File: src/rtl/move_arbiter.sv
// Turn-based move controller for the shared tic-tac-toe board register.
// Grants only the player on turn, writes accepted marks, then scores the board.
//
// state  | meaning
// WAIT   | idle, watching req of the port whose turn it is
// CHECK  | latched cell being validated against range and occupancy
// WRITE  | ack pulse out, mark written into the board
// REJECT | nack pulse out, turn kept
// EVAL   | board scored for win / draw, turn handed over otherwise
// OVER   | game finished, only new_game leaves
module move_arbiter #(
  parameter bit FIRST_PLAYER = 1'b0
) (
  input  logic        pclk,
  input  logic        rst,
  input  logic        new_game,
  input  logic        req0,
  input  logic [3:0]  cell0,
  output logic        ack0,
  output logic        nack0,
  input  logic        req1,
  input  logic [3:0]  cell1,
  output logic        ack1,
  output logic        nack1,
  output logic [17:0] board,
  output logic        turn,
  output logic [1:0]  winner,
  output logic        draw,
  output logic        busy
);

  typedef enum logic [2:0] {WAIT, CHECK, WRITE, REJECT, EVAL, OVER} state_t;

  state_t     state;
  logic       armed0, armed1;
  logic       port_q;
  logic [3:0] cell_q;
  logic [1:0] cells [9];
  logic [1:0] line_win;
  logic [1:0] mark;
  logic       full;
  logic       target_taken;
  logic       eligible;

  function automatic logic [1:0] tri3(input logic [1:0] a, input logic [1:0] b,
                                      input logic [1:0] c);
    return (a != 2'b00 && a == b && b == c) ? a : 2'b00;
  endfunction

  always_comb begin
    full         = 1'b1;
    target_taken = 1'b0;
    for (int i = 0; i < 9; i++) begin
      cells[i] = board[2*i +: 2];
      if (cells[i] == 2'b00) full = 1'b0;
      if (cell_q == 4'(i) && cells[i] != 2'b00) target_taken = 1'b1;
    end
  end

  // Only the last mover can complete a line, so OR-ing the eight lines is safe.
  assign line_win = tri3(cells[0], cells[1], cells[2]) | tri3(cells[3], cells[4], cells[5])
                  | tri3(cells[6], cells[7], cells[8]) | tri3(cells[0], cells[3], cells[6])
                  | tri3(cells[1], cells[4], cells[7]) | tri3(cells[2], cells[5], cells[8])
                  | tri3(cells[0], cells[4], cells[8]) | tri3(cells[2], cells[4], cells[6]);

  assign eligible = turn ? (req1 && armed1) : (req0 && armed0);
  assign mark     = (port_q == FIRST_PLAYER) ? 2'b01 : 2'b10;

  always_ff @(posedge pclk or posedge rst) begin
    if (rst) begin
      state  <= WAIT;
      board  <= '0;
      turn   <= FIRST_PLAYER;
      winner <= 2'b00;
      draw   <= 1'b0;
      busy   <= 1'b0;
      ack0   <= 1'b0;
      nack0  <= 1'b0;
      ack1   <= 1'b0;
      nack1  <= 1'b0;
      armed0 <= 1'b1;
      armed1 <= 1'b1;
      port_q <= 1'b0;
      cell_q <= '0;
    end else begin
      ack0  <= 1'b0;
      nack0 <= 1'b0;
      ack1  <= 1'b0;
      nack1 <= 1'b0;
      if (!req0) armed0 <= 1'b1;
      if (!req1) armed1 <= 1'b1;

      if (new_game) begin
        state  <= WAIT;
        board  <= '0;
        turn   <= FIRST_PLAYER;
        winner <= 2'b00;
        draw   <= 1'b0;
        busy   <= 1'b0;
      end else begin
        case (state)
          WAIT: if (eligible) begin
            port_q <= turn;
            cell_q <= turn ? cell1 : cell0;
            busy   <= 1'b1;
            state  <= CHECK;
          end
          // Disarming here, at the edge that raises ack/nack, forces the
          // requester to show req low before it can be granted again.
          CHECK: begin
            if (port_q) armed1 <= 1'b0;
            else        armed0 <= 1'b0;
            if (cell_q > 4'd8 || target_taken) begin
              if (port_q) nack1 <= 1'b1;
              else        nack0 <= 1'b1;
              state <= REJECT;
            end else begin
              if (port_q) ack1 <= 1'b1;
              else        ack0 <= 1'b1;
              state <= WRITE;
            end
          end
          WRITE: begin
            for (int i = 0; i < 9; i++)
              if (cell_q == 4'(i)) board[2*i +: 2] <= mark;
            state <= EVAL;
          end
          REJECT: begin
            busy  <= 1'b0;
            state <= WAIT;
          end
          EVAL: begin
            busy <= 1'b0;
            if (line_win != 2'b00) begin
              winner <= line_win;
              state  <= OVER;
            end else if (full) begin
              draw  <= 1'b1;
              state <= OVER;
            end else begin
              turn  <= ~turn;
              state <= WAIT;
            end
          end
          OVER:    state <= OVER;
          default: state <= WAIT;
        endcase
      end
    end
  end

endmodule

File: config.mk
export PLATFORM = sky130hd
export DESIGN_NAME = move_arbiter
export DESIGN_NICKNAME = d
export VERILOG_FILES = /design/src/rtl/move_arbiter.sv
export SDC_FILE = /design/constraint.sdc
export NUM_CORES = 1
export LEC_CHECK = 0
export CAP_MARGIN = 40
export CELL_PAD_IN_SITES_DETAIL_PLACEMENT = 0
export CELL_PAD_IN_SITES_GLOBAL_PLACEMENT = 1
export CORE_ASPECT_RATIO = 0.9
export CORE_MARGIN = 5
export CORE_UTILIZATION = 36
export DETAILED_ROUTE_END_ITERATION = 8
export GPL_TIMING_DRIVEN = 0
export PLACE_DENSITY = 0.86
export SLEW_MARGIN = 30
export SYNTH_ARGS = -nofsm -noshare
export SYNTH_HDL_FRONTEND = slang
export SYNTH_SLANG_ARGS = --single-unit
File: constraint.sdc
create_clock -name pclk -period 1.9 [get_ports pclk]
set_input_delay 0.285 -clock pclk [delete_from_list [all_inputs] [get_ports pclk]]
set_output_delay 0.285 -clock pclk [all_outputs]
set_load 0.03 [all_outputs]
==> run_results.csv, run 1 <==
group,metric,value,unit
timing,setup_slack,-0.0653,ns
global_route,grt_antenna_before_repair,0,
layout,layout_commonest_cell,"clkdlybuf4s50_1",
routing,wl_per_cell,16.4,um
cts,clkLatencyLatePin,0.29,ns
cts,clock_sinks,37,
pwr,powerDensity,813,nW/um2
worst_setup_path,slowest_delay,0.41,ns
layout,drive_gt1_frac,0.210,
global_route,overflow,0,
routing,drt-pass1-iter-count,4,
synthesis,ys.warnings.count,0,
layout,layout.nets,321,
placement,dpl-instance-area,2780,um2
synthesis,synth_area,2220,um2
placement,numPortBuffers,39,
die,core.rowCount,27,
worst_setup_path,endpoint_kind,"flop",
worst_setup_path,arrival,2.15,ns
layout,n_antenna_cell,0,
synthesis,syn_nets,265,
synthesis,postSynth.asyncResetShare,1.00,
die,fp.coreArea,6050,um2
timing,hold_viol,0,
pwr,ir_drop,0.446,mV
placement,post-dp-hpwl,4480,um
layout,final_cell_mix,"clkdlybuf4s50_1, nor2_1, a21oi_1, dfrtp_1, nand2_1",
global_route,grt.total_usage,0.157,
placement,pre_cts_slack,-0.0958,ns
worst_setup_path,reg2reg_from,"board[0]",
timing,max_freq,0.509,GHz
routing,drt_iter0_markers,166,
timing,finalCriticalPeriod,1.97,ns
synthesis,ys_seq_area_frac,0.418,
cts,numCtsBuffers,5,
worst_setup_path,reg2reg_depth,7,
pwr,leakage,0.00123,uW
die,dieArea,7840,um2
timing,hold_ws,0.300,ns
layout,fin_area,3020,um2
placement,place.gp.congestion,0.864,
layout,post-route-util,0.499,
outcome,status,"complete, but fails checks",
run,max_cap_violations,0,
layout,num-fill-cells,593,
routing,vias,2141,
worst_setup_path,worstPathMaxFanout,10,
worst_setup_path,crit_type,"flop to flop",
worst_setup_path,start_kind,"flop",
worst_setup_path,rr_endpoint,"turn",
worst_setup_path,r2r_slack,-0.07,ns
timing,rsz0062_at_grt,"true",
layout,area_growth,36.0,%
global_route,grt_max_degree,22,
cts,cts_max_path_buffers,2,
routing,wl,6240,um
synthesis,syn_area_per_cell,8.81,um2
cts,cts_tree,"done",
timing,worstMarginPinSlew,0.546,ns
worst_setup_path,crit_chain,"buf_4 > and3_1 > o211ai_1 > a31o_1 > and3_4 > and4_1 > mux2_4",
routing,drc,0,
die,start_util,0.367,
min_path,hold_class,"input pin to asynchronous set/reset pin",
cts,htreeDepth,2,
die,die_x,92.8,um
timing,slew_viol_final,0,
timing,setup_viol,1,
routing,drt.antenna.violating_nets,0,
cts,clk_pin_slew,0.08,ns
timing,skew,0.0137,ns
cts,cts_root_buf,"clkbuf_8",
die,die_h,84.5,um
synthesis,synth-edff-count,0,
synthesis,syn_inst,252,
global_route,grt_pass1_wl,9920,um
synthesis,ys_seq_elements,37,
synthesis,synthFlopType,"dfrtp_1",
timing,timing.final.crit_share,1.03,
timing,finalSetupTns,-0.0653,ns
worst_setup_path,worstPathRequired,2.08,ns
worst_setup_path,slowest_stage,"dfrtp_2",
routing,routed_via_density,5.62,
global_route,grt_pass1_vias,1920,
synthesis,ys_types,46,
outcome,violations,"setup timing",
die,ios,40,
timing,max-slew-margin-rel,0.636,
## flip-flops by register name (all words and copies together) (netlist names)
signal  cells
draw        1
busy        1
winner      2
cell_q      4
board      18
armed1      1
nack0       1
armed0      1
ack0        1
ack1        1
state       3
nack1       1
turn        1
port_q      1
## power by group
group / total (uW) / internal, uW / switching [uW]
Sequential: 990 / 886 / 105
Clock: 679 / 390 / 290
Combinational: 784 / 302 / 482
## synthesized netlist by cell type (3+ instances only)
cell,count,area [um2]
buf_2,4,20.0
nand3_1,13,65.1
o211ai_1,4,30.0
nand2_1,20,75.1
a21oi_1,24,120
a211oi_1,3,22.5
or3_1,8,50.1
o22ai_1,5,31.3
nand2b_1,4,25.0
clkbuf_1,11,41.3
and3_1,5,31.3
dfrtp_1,35,876
a311oi_1,4,35.0
o21ai_0,6,30.0
mux2i_1,12,120
nor2_1,28,105
nor2b_1,9,56.3
a31oi_1,5,31.3
nor3_1,9,45.0
inv_1,6,22.5
## per-stage QoR
stage | total power (uW) | std cells
global placement | 1700 | 363
CTS | 2420 | 374
finish | 2450 | 381
global route | 2590 | 381
floorplan | 1500 | 252
detailed placement | 1730 | 364
## worst max-delay path: cells and delay by family, from the launching register on
kind | cells | cell delay (ns)
buffers and inverters | 1 | 0.17
AO/OA/AOI/OAI | 2 | 0.39
flip-flops | 1 | 0.41
multiplexers | 1 | 0.29
AND/OR/NAND/NOR | 3 | 0.57
## final cells by class
class | count | area (um2) | area share
sequential | 37 | 946 | 0.313
clock buffer | 6 | 72.6 | 0.0240
inverter | 6 | 22.5 | 0.00746
timing repair buffer | 51 | 498 | 0.165
multi-input combinational | 190 | 1240 | 0.410
clock inverter | 2 | 35.0 | 0.0116
buffer | 17 | 116 | 0.0386
tap | 72 | 90.1 | 0.0299
## cells by family after synthesis
kind of cell           count (synthesis)  synth area share
AND/OR/NAND/NOR                      115             0.286
AO/OA/AOI/OAI                         62             0.177
flip-flops                            37             0.418
buffers and inverters                 25            0.0581
multiplexers                          13            0.0609
## worst max path at each step
stage / slack, ns / from / to / cells after the start
after CTS: -0.05 / board[9] / turn / 7
after detailed placement: -0.1 / board[8] / turn / 7
after floorplan: -0.06 / board[17] / turn / 7
after global placement: -0.18 / rst / board[4] / 2
final: -0.07 / board[0] / turn / 7
after global routing: -0.14 / board[0] / turn / 7
## metal layers
layer / up-vias / wire length (um) / part of all wire / global-route usage
li1: 1040 / - / - / -
met1: 1027 / 2930 / 0.47 / 0.223
met2: 62 / 2890 / 0.46 / 0.242
met3: 12 / 325 / 0.052 / 0.0278
met4: 0 / 100 / 0.016 / 0.0519
met5: - / 0 / 0 / 0
## repair_timing
item                       in CTS  in global routing
gates resized for setup         2                 18
pin swaps                       1                  6
setup endpoints to repair       2                 24
hold buffers                    0                  0
setup buffers                   2                  9
(Power assumes the default switching activity.)
==> run 2, diff against run 1 <==
Settings changed: CTS_CLUSTER_DIAMETER set to 100.
==> results of run 2 <==
Same layout as run 1: the final DEF is identical, and so are final timing and power.
